<file path="config.mk">
export PLATFORM = sky130hd
export DESIGN_NAME = morse_msg_player
export DESIGN_NICKNAME = d
export VERILOG_FILES = /design/src/rtl/morse_pkg.sv /design/src/rtl/morse_char_rom.sv /design/src/rtl/morse_msg_player.sv
export SDC_FILE = /design/constraint.sdc
export NUM_CORES = 1
export LEC_CHECK = 0
export CAP_MARGIN = 10
export CORE_MARGIN = 2
export CORE_UTILIZATION = 35
export DETAILED_ROUTE_END_ITERATION = 6
export PLACE_DENSITY = 0.58
export SETUP_SLACK_MARGIN = 0.02
export SLEW_MARGIN = 20
export SYNTH_ARGS = -nofsm -noshare
export SYNTH_HDL_FRONTEND = slang
export SYNTH_SLANG_ARGS = --single-unit
</file>
<file path="constraint.sdc">
create_clock -name clk -period 9.25 [get_ports clk]
set_clock_uncertainty 0.1 [all_clocks]
set_input_delay 1.85 -clock clk [delete_from_list [all_inputs] [get_ports clk]]
set_output_delay 1.85 -clock clk [all_outputs]
set_load 0.01 [all_outputs]
</file>
<file path="src/rtl/morse_pkg.sv">
// Shared types and timing constants for the Morse message player.
//   morse_state_t : playback controller state encoding
//   morse_sym_t   : encoded character {len, pat, space, skip}
//   DOT..WGAP_LOOP: durations in Morse units
package morse_pkg;

   typedef enum logic [2:0] {
      ST_IDLE     = 3'd0,
      ST_FETCH    = 3'd1,
      ST_ELEM_ON  = 3'd2,
      ST_ELEM_GAP = 3'd3,
      ST_CHAR_GAP = 3'd4,
      ST_WORD_GAP = 3'd5
   } morse_state_t;

   localparam int DOT        = 1;
   localparam int DASH       = 3;
   localparam int EGAP       = 1;
   localparam int CGAP       = 3;
   // A word gap is 7 units, 3 of which the preceding char gap already covers.
   localparam int WGAP_EXTRA = 4;
   localparam int WGAP_LOOP  = 7;

   // pat is left-aligned: element i of the character is pat[4-i], 1 = dash.
   typedef struct packed {
      logic [2:0] len;
      logic [4:0] pat;
      logic       space;
      logic       skip;
   } morse_sym_t;

endpackage

</file>
<file path="src/rtl/morse_char_rom.sv">
// ASCII to Morse symbol lookup, purely combinational.
// Ports:
//   ch  : ASCII character
//   sym : encoded symbol; letters are case folded, 0x20 sets space,
//         anything without a Morse code sets skip
module morse_char_rom
   import morse_pkg::*;
(
   input  logic [7:0] ch,
   output morse_sym_t sym
);

   logic [7:0] up;
   logic [7:0] code;   // {len, pat}; zero means no Morse code

   always_comb begin
      up = ch;
      if (ch >= 8'h61 && ch <= 8'h7A) up = ch - 8'h20;
      code = 8'h00;
      case (up)
         "A": code = {3'd2, 5'b01000};
         "B": code = {3'd4, 5'b10000};
         "C": code = {3'd4, 5'b10100};
         "D": code = {3'd3, 5'b10000};
         "E": code = {3'd1, 5'b00000};
         "F": code = {3'd4, 5'b00100};
         "G": code = {3'd3, 5'b11000};
         "H": code = {3'd4, 5'b00000};
         "I": code = {3'd2, 5'b00000};
         "J": code = {3'd4, 5'b01110};
         "K": code = {3'd3, 5'b10100};
         "L": code = {3'd4, 5'b01000};
         "M": code = {3'd2, 5'b11000};
         "N": code = {3'd2, 5'b10000};
         "O": code = {3'd3, 5'b11100};
         "P": code = {3'd4, 5'b01100};
         "Q": code = {3'd4, 5'b11010};
         "R": code = {3'd3, 5'b01000};
         "S": code = {3'd3, 5'b00000};
         "T": code = {3'd1, 5'b10000};
         "U": code = {3'd3, 5'b00100};
         "V": code = {3'd4, 5'b00010};
         "W": code = {3'd3, 5'b01100};
         "X": code = {3'd4, 5'b10010};
         "Y": code = {3'd4, 5'b10110};
         "Z": code = {3'd4, 5'b11000};
         "0": code = {3'd5, 5'b11111};
         "1": code = {3'd5, 5'b01111};
         "2": code = {3'd5, 5'b00111};
         "3": code = {3'd5, 5'b00011};
         "4": code = {3'd5, 5'b00001};
         "5": code = {3'd5, 5'b00000};
         "6": code = {3'd5, 5'b10000};
         "7": code = {3'd5, 5'b11000};
         "8": code = {3'd5, 5'b11100};
         "9": code = {3'd5, 5'b11110};
         default: code = 8'h00;
      endcase
      sym.len   = code[7:5];
      sym.pat   = code[4:0];
      sym.space = (ch == 8'h20);
      sym.skip  = (ch != 8'h20) && (code[7:5] == 3'd0);
   end

endmodule

</file>
<file path="src/rtl/morse_msg_player.sv">
// Morse message player: plays a host-loaded ASCII buffer on an LED bank with
// ITU timing (dot 1, dash 3, element gap 1, char gap 3, word gap 7 units).
// Optional feature macro: MORSE_LOOP_EN (repeat the message while loop=1).
// Ports:
//   clk, rst           : clock, synchronous active-high reset
//   wr_valid/wr_char   : append a char when wr_ready
//   wr_ready           : idle and buffer not full
//   clr                : empty the buffer (ignored while busy)
//   start, abort, loop : playback control
//   busy, done         : playback active, one-cycle completion pulse
//   key, led           : element sounding, replicated onto LED_W bits
//   count              : characters stored
//
// state       | meaning
// ST_IDLE     | waiting for start
// ST_FETCH    | one cycle: read and encode buf[idx]
// ST_ELEM_ON  | key on for a dot or dash
// ST_ELEM_GAP | 1-unit gap between elements
// ST_CHAR_GAP | 3-unit gap between characters
// ST_WORD_GAP | extra 4 units for a space, or 7 units before a loop restart
module morse_msg_player
   import morse_pkg::*;
#(
   parameter int UNIT_CYCLES = 6_250_000,
   parameter int MSG_DEPTH   = 16,
   parameter int LED_W       = 8
) (
   input  logic                         clk,
   input  logic                         rst,
   input  logic                         wr_valid,
   input  logic [7:0]                   wr_char,
   output logic                         wr_ready,
   input  logic                         clr,
   input  logic                         start,
   input  logic                         abort,
   input  logic                         loop,
   output logic                         busy,
   output logic                         done,
   output logic                         key,
   output logic [LED_W-1:0]             led,
   output logic [$clog2(MSG_DEPTH):0]   count
);

   localparam int AW   = $clog2(MSG_DEPTH);
   localparam int CNTW = AW + 1;
   localparam int CW   = $clog2(UNIT_CYCLES);
   localparam logic [CW-1:0] CYC_MAX = CW'(UNIT_CYCLES - 1);

   morse_state_t  state;
   logic [7:0]    buf_mem [MSG_DEPTH];
   logic [AW-1:0] idx;
   logic [CW-1:0] cyc_cnt;
   logic [2:0]    units_left;
   logic [4:0]    pat_sh;
   logic [2:0]    elems_left;
   logic          wrap;
   morse_sym_t    sym;
   logic          unit_end;
   logic          last_char;
   logic          loop_on;

   morse_char_rom u_rom (
      .ch  (buf_mem[idx]),
      .sym (sym)
   );

`ifdef MORSE_LOOP_EN
   assign loop_on = loop;
`else
   assign loop_on = loop & 1'b0;
`endif

   assign unit_end  = (cyc_cnt == '0) && (units_left == 3'd0);
   assign last_char = ((CNTW'(idx) + CNTW'(1)) == count);
   assign wr_ready  = !busy && (count < CNTW'(MSG_DEPTH));
   assign led       = {LED_W{key}};

   always_ff @(posedge clk) begin
      if (rst) begin
         state      <= ST_IDLE;
         count      <= '0;
         idx        <= '0;
         cyc_cnt    <= '0;
         units_left <= '0;
         pat_sh     <= '0;
         elems_left <= '0;
         wrap       <= 1'b0;
         key        <= 1'b0;
         busy       <= 1'b0;
         done       <= 1'b0;
         for (int i = 0; i < MSG_DEPTH; i++) buf_mem[i] <= 8'h00;
      end else begin
         done <= 1'b0;

         if (clr && !busy) begin
            count <= '0;
         end else if (wr_valid && wr_ready) begin
            buf_mem[count[AW-1:0]] <= wr_char;
            count                  <= count + CNTW'(1);
         end

         // Free-running unit timer; state entries below override with a reload.
         if (cyc_cnt != '0) begin
            cyc_cnt <= cyc_cnt - CW'(1);
         end else if (units_left != 3'd0) begin
            units_left <= units_left - 3'd1;
            cyc_cnt    <= CYC_MAX;
         end

         if (abort) begin
            state <= ST_IDLE;
            key   <= 1'b0;
            busy  <= 1'b0;
         end else begin
            case (state)
               ST_IDLE: begin
                  if (start && count != '0) begin
                     state <= ST_FETCH;
                     idx   <= '0;
                     wrap  <= 1'b0;
                     busy  <= 1'b1;
                  end
               end

               ST_FETCH: begin
                  if (sym.skip) begin
                     if (!last_char) begin
                        idx <= idx + AW'(1);
                     end else if (loop_on) begin
                        state      <= ST_WORD_GAP;
                        wrap       <= 1'b1;
                        cyc_cnt    <= CYC_MAX;
                        units_left <= 3'(WGAP_LOOP - 1);
                     end else begin
                        state <= ST_IDLE;
                        busy  <= 1'b0;
                        done  <= 1'b1;
                     end
                  end else if (sym.space) begin
                     state      <= ST_WORD_GAP;
                     cyc_cnt    <= CYC_MAX;
                     units_left <= 3'(WGAP_EXTRA - 1);
                  end else begin
                     state      <= ST_ELEM_ON;
                     key        <= 1'b1;
                     pat_sh     <= sym.pat;
                     elems_left <= sym.len - 3'd1;
                     cyc_cnt    <= CYC_MAX;
                     units_left <= sym.pat[4] ? 3'(DASH - 1) : 3'(DOT - 1);
                  end
               end

               ST_ELEM_ON: begin
                  if (unit_end) begin
                     key <= 1'b0;
                     if (elems_left != 3'd0) begin
                        state      <= ST_ELEM_GAP;
                        pat_sh     <= {pat_sh[3:0], 1'b0};
                        elems_left <= elems_left - 3'd1;
                        cyc_cnt    <= CYC_MAX;
                        units_left <= 3'(EGAP - 1);
                     end else if (!last_char) begin
                        state      <= ST_CHAR_GAP;
                        cyc_cnt    <= CYC_MAX;
                        units_left <= 3'(CGAP - 1);
                     end else if (loop_on) begin
                        state      <= ST_WORD_GAP;
                        wrap       <= 1'b1;
                        cyc_cnt    <= CYC_MAX;
                        units_left <= 3'(WGAP_LOOP - 1);
                     end else begin
                        state <= ST_IDLE;
                        busy  <= 1'b0;
                        done  <= 1'b1;
                     end
                  end
               end

               ST_ELEM_GAP: begin
                  if (unit_end) begin
                     state      <= ST_ELEM_ON;
                     key        <= 1'b1;
                     cyc_cnt    <= CYC_MAX;
                     units_left <= pat_sh[4] ? 3'(DASH - 1) : 3'(DOT - 1);
                  end
               end

               ST_CHAR_GAP: begin
                  if (unit_end) begin
                     state <= ST_FETCH;
                     idx   <= idx + AW'(1);
                  end
               end

               ST_WORD_GAP: begin
                  if (unit_end) begin
                     if (wrap) begin
                        wrap  <= 1'b0;
                        idx   <= '0;
                        state <= ST_FETCH;
                     end else if (!last_char) begin
                        idx   <= idx + AW'(1);
                        state <= ST_FETCH;
                     end else if (loop_on) begin
                        wrap       <= 1'b1;
                        cyc_cnt    <= CYC_MAX;
                        units_left <= 3'(WGAP_LOOP - 1);
                     end else begin
                        state <= ST_IDLE;
                        busy  <= 1'b0;
                        done  <= 1'b1;
                     end
                  end
               end

               default: begin
                  state <= ST_IDLE;
                  key   <= 1'b0;
                  busy  <= 1'b0;
               end
            endcase
         end
      end
   end

endmodule

</file>
-- Word level (Yosys, flattened, before mapping)
Memories as Yosys holds them, arrays and structs flattened. A register that Yosys moved wholly into a read port is not among the register bits.
Index checks and enable logic that the tools add are counted.
- add/subtract/negate cells: 8
- $lt $le $gt $ge: 3
- equal/unequal tests: 20
- multiplexer cells: 86
- bitwise operators: 3
- reduce and logical (&&, ||, !) cells: 30
- operators with widths (kind ; count):
    $mux 23 ; 8
    $pmux 23 s3 ; 1
    $mux 3 ; 22
    $mux 4 ; 9
    $mux 1 ; 27
    $mux 8 ; 3
    $logic_not 23->1 ; 1
    $reduce_bool 23->1 ; 1
    $sub 23x1->23 const B ; 1
    $ne 2x2->1 const B ; 11
    $mux 5 ; 4
    $pmux 3 s6 ; 1
    $reduce_and 6->1 ; 3
    $pmux 4 s4 ; 1
    $pmux 5 s2 ; 1
    $logic_not 3->1 ; 3
    $pmux 3 s3 ; 1
    $sub 3x1->3 const B ; 3
    $eq 8x6->1 const B ; 1
    $ge 8x7->1 const B ; 1
    $le 8x7->1 const B ; 1
    $ne 8x6->1 const B ; 1
    $reduce_or 8->1 ; 1
    $sub 8x6->8 const B ; 1
    27 further kinds ; 43
- bits in registers: 50
- bits in writable memories: 128
- bits in read-only memories: 1024
- input port bits: 15
- output and inout port bits: 17
- logic and storage cells: 163
- memories: 2
- memories (memory ; words ; width ; rd ports ; clocked after memory_dff ; wr ports ; RTL line ; source):
    (no name shown) ; 128 ; 8 ; 1 ; 0 ; 0 ; morse_char_rom.sv:20 ; case (up)
    buf_mem ; 16 ; 8 ; 1 ; 1 ; 16 ; morse_msg_player.sv:50 ; logic [7:0] buf_mem [MSG_DEPTH];

-- Longest topological paths before layout
An unclocked memory read counts as a cell.
- depth after elaboration: 11
- depth in mapped cells: 22

-- Hierarchy
From an unflattened synthesis, not the netlist that was laid out.
- cell total of the unflattened synthesis: 866
- area, all modules: 9729.3 µm²
- by module, submodules not included (module ; instances ; cells an instance ; area an instance (µm²) ; seq. area each (µm²)):
    morse_msg_player ; 1 ; 751 ; 8983.6 ; 4904.7
    morse_char_rom ; 1 ; 115 ; 745.7 ; 0.0

-- Worst setup path after synthesis
Ideal clock, no wire load.
- path type: reg-to-reg
- from: register (tool-made name)
- to: register elems_left[2]
- arrival time: 3.922 ns
- data required time: 9.076 ns
- setup slack: 5.153 ns
- stages on the path, launching flop included: 21
- path buffers: 2
- path through: dfxtp_1 -> buf_2 -> buf_2 -> mux4_2 -> nand2_1 -> nand3_1 -> inv_1 -> ha_1 -> inv_1 -> nand2_1 -> o22ai_1 -> o32a_1 -> o41ai_1 -> nand2b_1 -> nor3_1 -> a21oi_1 -> ha_1 -> nand3_1 -> a31oi_1 -> a21oi_1 -> o21ai_0
- RTL lines (element ; RTL line ; source):
    end signal: assignment ; morse_msg_player.sv:147 ; elems_left <= sym.len - 3'd1;
    end signal: assignment ; morse_msg_player.sv:159 ; elems_left <= elems_left - 3'd1;
    end: declaration ; morse_msg_player.sv:55 ; logic [2:0] elems_left;

==> metrics.csv <==
stage,metric,value,unit
power_and_ir_drop,PD cells,199,nW/um2
cts,clk sinks,181,
worst_hold_path,Worst Hold Path EP,pat_sh[0],
floorplan,boundary pin count,32,
yosys,share of the yosys chip area belonging to registers,48.9,%
cts,# Post-CTS Setup Buffers,0,
setup_path,CP arrival,5590,ps
setup_path,R2R setup slack,3930,ps
cts,post-CTS sizing,0,
yosys,async set-reset flop share out of synthesis,0,%
setup_path,capturing element type of the critical path,flip-flop,
setup_path,CP Cell Sequence,buf_4 > mux4_2 > a22oi_1 > nand3_1 > inv_1 > ha_1 > inv_1 > nand2_1 > o22ai_1 > o32a_1 > o41ai_1 > nand2b_1 > nor3_1 > a21oi_1 > ha_1 > nand3_1 > a31oi_1 > a21oi_1 > o21ai_0,
cts,clk buf depth,2,
setup_path,Critical Path Max Stage Delay,770,ps
yosys,xor and xnor area share after synthesis,1.74,%
setup_path,worst-path maximum fanout,27,
timing,Final Cycle Share,57.5,%
yosys,"Distinct cells, synth",74,
yosys,top cell type by total area after synthesis,edfxtp_1,
timing,unrepaired setup endpoints after global routing,no,
placed_design,number of port buffers,30,
worst_hold_path,Hold Crit Class,reg2reg,
route,Routed Wire Length,24.6,mm
yosys,largest family of logic cells by synthesized area,simple AND/OR/NAND/NOR gates,
worst_hold_path,hold path start,pat_sh[0],
yosys,"top cells by area, synth","edfxtp_1 38%, dfxtp_1 11%, and2_1 8.2%",
yosys,Synth Area in Adders,2.47,%
power_and_ir_drop,"Power, Total",2.25,mW
floorplan,core footprint,28500,um2
floorplan,die area,30100,um2
yosys,top-count cell post-synth,and2_1,
global_routing,gr ovfl total,0,
cts,clk_lat worst skew,450,ps
timing,FMAX,188,MHz
floorplan,Initial Util,35.3,%
global_routing,largest net degree at the start of global routing,44,
placed_design,Final GP Congestion,0.843,
global_routing,vias in the first global route,7087,
timing,Tmin final,5320,ps
cts,TritonCTS Buffers,17,
route,DRT Pass-1 Iters,5,
yosys,synthesized net count,969,
floorplan,Chip Width,173,um
timing,relative slew slack,32.5,%
cts,H-tree depth,4,
route,DR iter-0 viols,560,
placed_design,dpl hpwl,16.7,mm
floorplan,# rows,62,
setup_path,FF-to-FF path depth,19,
yosys,Mapped Area,10000,um2
cts,CTS tree,done,
yosys,Post-synth top cells,"131 x and2_1, 128 x edfxtp_1, 80 x nor2_1",
route,Vias,7197,
setup_path,worst endpoint required time,9520,ps
final_layout,area grow syn2layout,12.8,%
cts,hold buffer count at cts,0,
yosys,post-synthesis mux area share,10.5,%
yosys,Main synth FF type,edfxtp_1,
route,DR vias/cell,5.35,
status,status,finished clean,
timing,# setup viols final,0,
cts,"Clk pin slew, worst setup/hold paths",80,ps
timing,worst-margin pin slew,985,ps
final_layout,share of layout cells above drive strength 1,12.6,%
cts,master cell of the clock root buffer,clkbuf_16,
worst_hold_path,hold depth,2,
power_and_ir_drop,leakage,4.04,nW
yosys,top cell type's share of synthesized area,38.3,%
yosys,YS warnings,0,
setup_path,critical path type,reg2reg,
global_routing,first-pass GRT wire length,40.0,mm
timing,"Hold Vio Cnt, Final",0,
setup_path,CP startpoint kind,flip-flop,
yosys,simple logic cell fraction of the synthesized area,20.6,%
power_and_ir_drop,Max IR drop VDD,0.136,mV
global_routing,Total GRT Usage,16.8,%
route,Routed wire per std cell,18.3,um
floorplan,die height,173,um
yosys,Cells after Synth,935,
run,max cap viols,0,
yosys,register bit total from synthesis,181,
timing,max-slew violations,0,
setup_path,Critical-path top delay cell,o41ai_1,
yosys,"EDFF count, synth",128,
yosys,Compound-Gate Fraction of Synth Area,12.0,%
route,Routed Antenna Nets,0,
yosys,syn avg cell area,10.7,um2
final_layout,final net count,981,
timing,setup TNS,0,ps
route,DRC violations left,0,
setup_path,Reg-to-Reg End,elems_left[2],
global_routing,antenna violations before repair,0,
final_layout,diode count,0,
-- how the worst max path moves through the flow --
stage	end	slack, ps
2_1_floorplan	elems_left[2]	5150
3_3_place_gp	elems_left[2]	4020
3_5_place_dp	elems_left[2]	4020
4_1_cts	elems_left[2]	3980
5_1_grt	elems_left[2]	3580
6_report	elems_left[2]	3930
-- cells in the final DEF, fill, tap and decap left out, types with 5 or more instances in the layout --
master           count
and2_1             131
edfxtp_1           128
nor2_1              80
nand2_1             64
dfxtp_1             51
nor3_1              37
a21oi_1             37
o21ai_0             34
clkdlybuf4s50_1     30
mux4_2              29
inv_1               26
mux2i_1             19
ha_1                19
mux2_2              17
clkbuf_16           17
buf_4               17
nand3_1             15
xnor2_1             13
a211oi_1            11
inv_12              11
nor2b_1             10
a21o_1              10
nor4_1              10
or2_2                9
nand2b_1             8
and3_1               7
xor2_1               7
a221oi_1             7
o22ai_1              6
o31ai_1              6
or4_1                5
or3_1                5
-- power by group --
| group | switching, mW | internal, mW | total (mW) | leakage (nW) |
|---|---|---|---|---|
| Combinational | 0.275 | 0.188 | 0.464 | 1.98 |
| Clock | 0.415 | 0.391 | 0.806 | 0.312 |
| Sequential | 0.0513 | 0.929 | 0.980 | 1.75 |
-- area by class of cell --
cell class | count | area, um2
Clock buffer | 17 | 425
Clock inverter | 15 | 221
Fill cell | 2780 | 17100
Inverter | 26 | 97.6
Multi-Input combinational cell | 674 | 4770
Sequential cell | 181 | 4910
Tap cell | 384 | 480
Timing Repair Buffer | 47 | 428
-- metal layers --
| metal | wire [um] | up-vias | share of wire (%) | track usage (%) |
|---|---|---|---|---|
| met5 | 0 | - | 0 | 0 |
| met3 | 782 | 24 | 3.2 | 2.30 |
| met4 | 385 | 0 | 1.6 | 5.08 |
| met1 | 11100 | 3538 | 45 | 22.2 |
| li1 | - | 3476 | - | - |
| met2 | 12400 | 159 | 50 | 28.8 |
-- flip-flops by register name, indices dropped and copies added, names as in the netlist, named ones only --
signal	cells
elems_left	3
idx	4
key	1
busy	1
done	1
units_left	3
pat_sh	5
state	3
count	5
cyc_cnt	23
buf_mem	128
-- kinds of logic (layout without fill, tap and decap cells) --
logic type / count (synthesis) / in the layout
XOR/XNOR: 20 / 20
buffers and inverters: 80 / 105
flip-flops: 181 / 181
AO/OA/AOI/OAI: 174 / 174
adder cells (fa/ha/maj): 20 / 20
multiplexers: 66 / 66
AND/OR/NAND/NOR: 394 / 394
-- worst max-delay path: cells and delay by family (launching register included) --
kind / cells / cell delay, ps
buffers and inverters: 3 / 830
DFF: 1 / 310
and+or+nand+nor: 5 / 910
adders and majority gates: 2 / 560
AOI/OAI and AO/OA: 8 / 1930
muxes: 1 / 600
-- per-stage QoR --
step	cells	setup slack (ps)	hold WS (ps)	util, %	instance area [um2]
after floorplan	935	5150	331	-	10000
after global placement	1312	4020	356	37.5	10700
after detailed placement	1312	4020	350	37.5	10700
after CTS	1344	3980	366	39.8	11300
after global routing	1344	3580	415	39.8	11300
final	1344	3930	366	39.8	11300
Power figures use the tool's default switching activity.
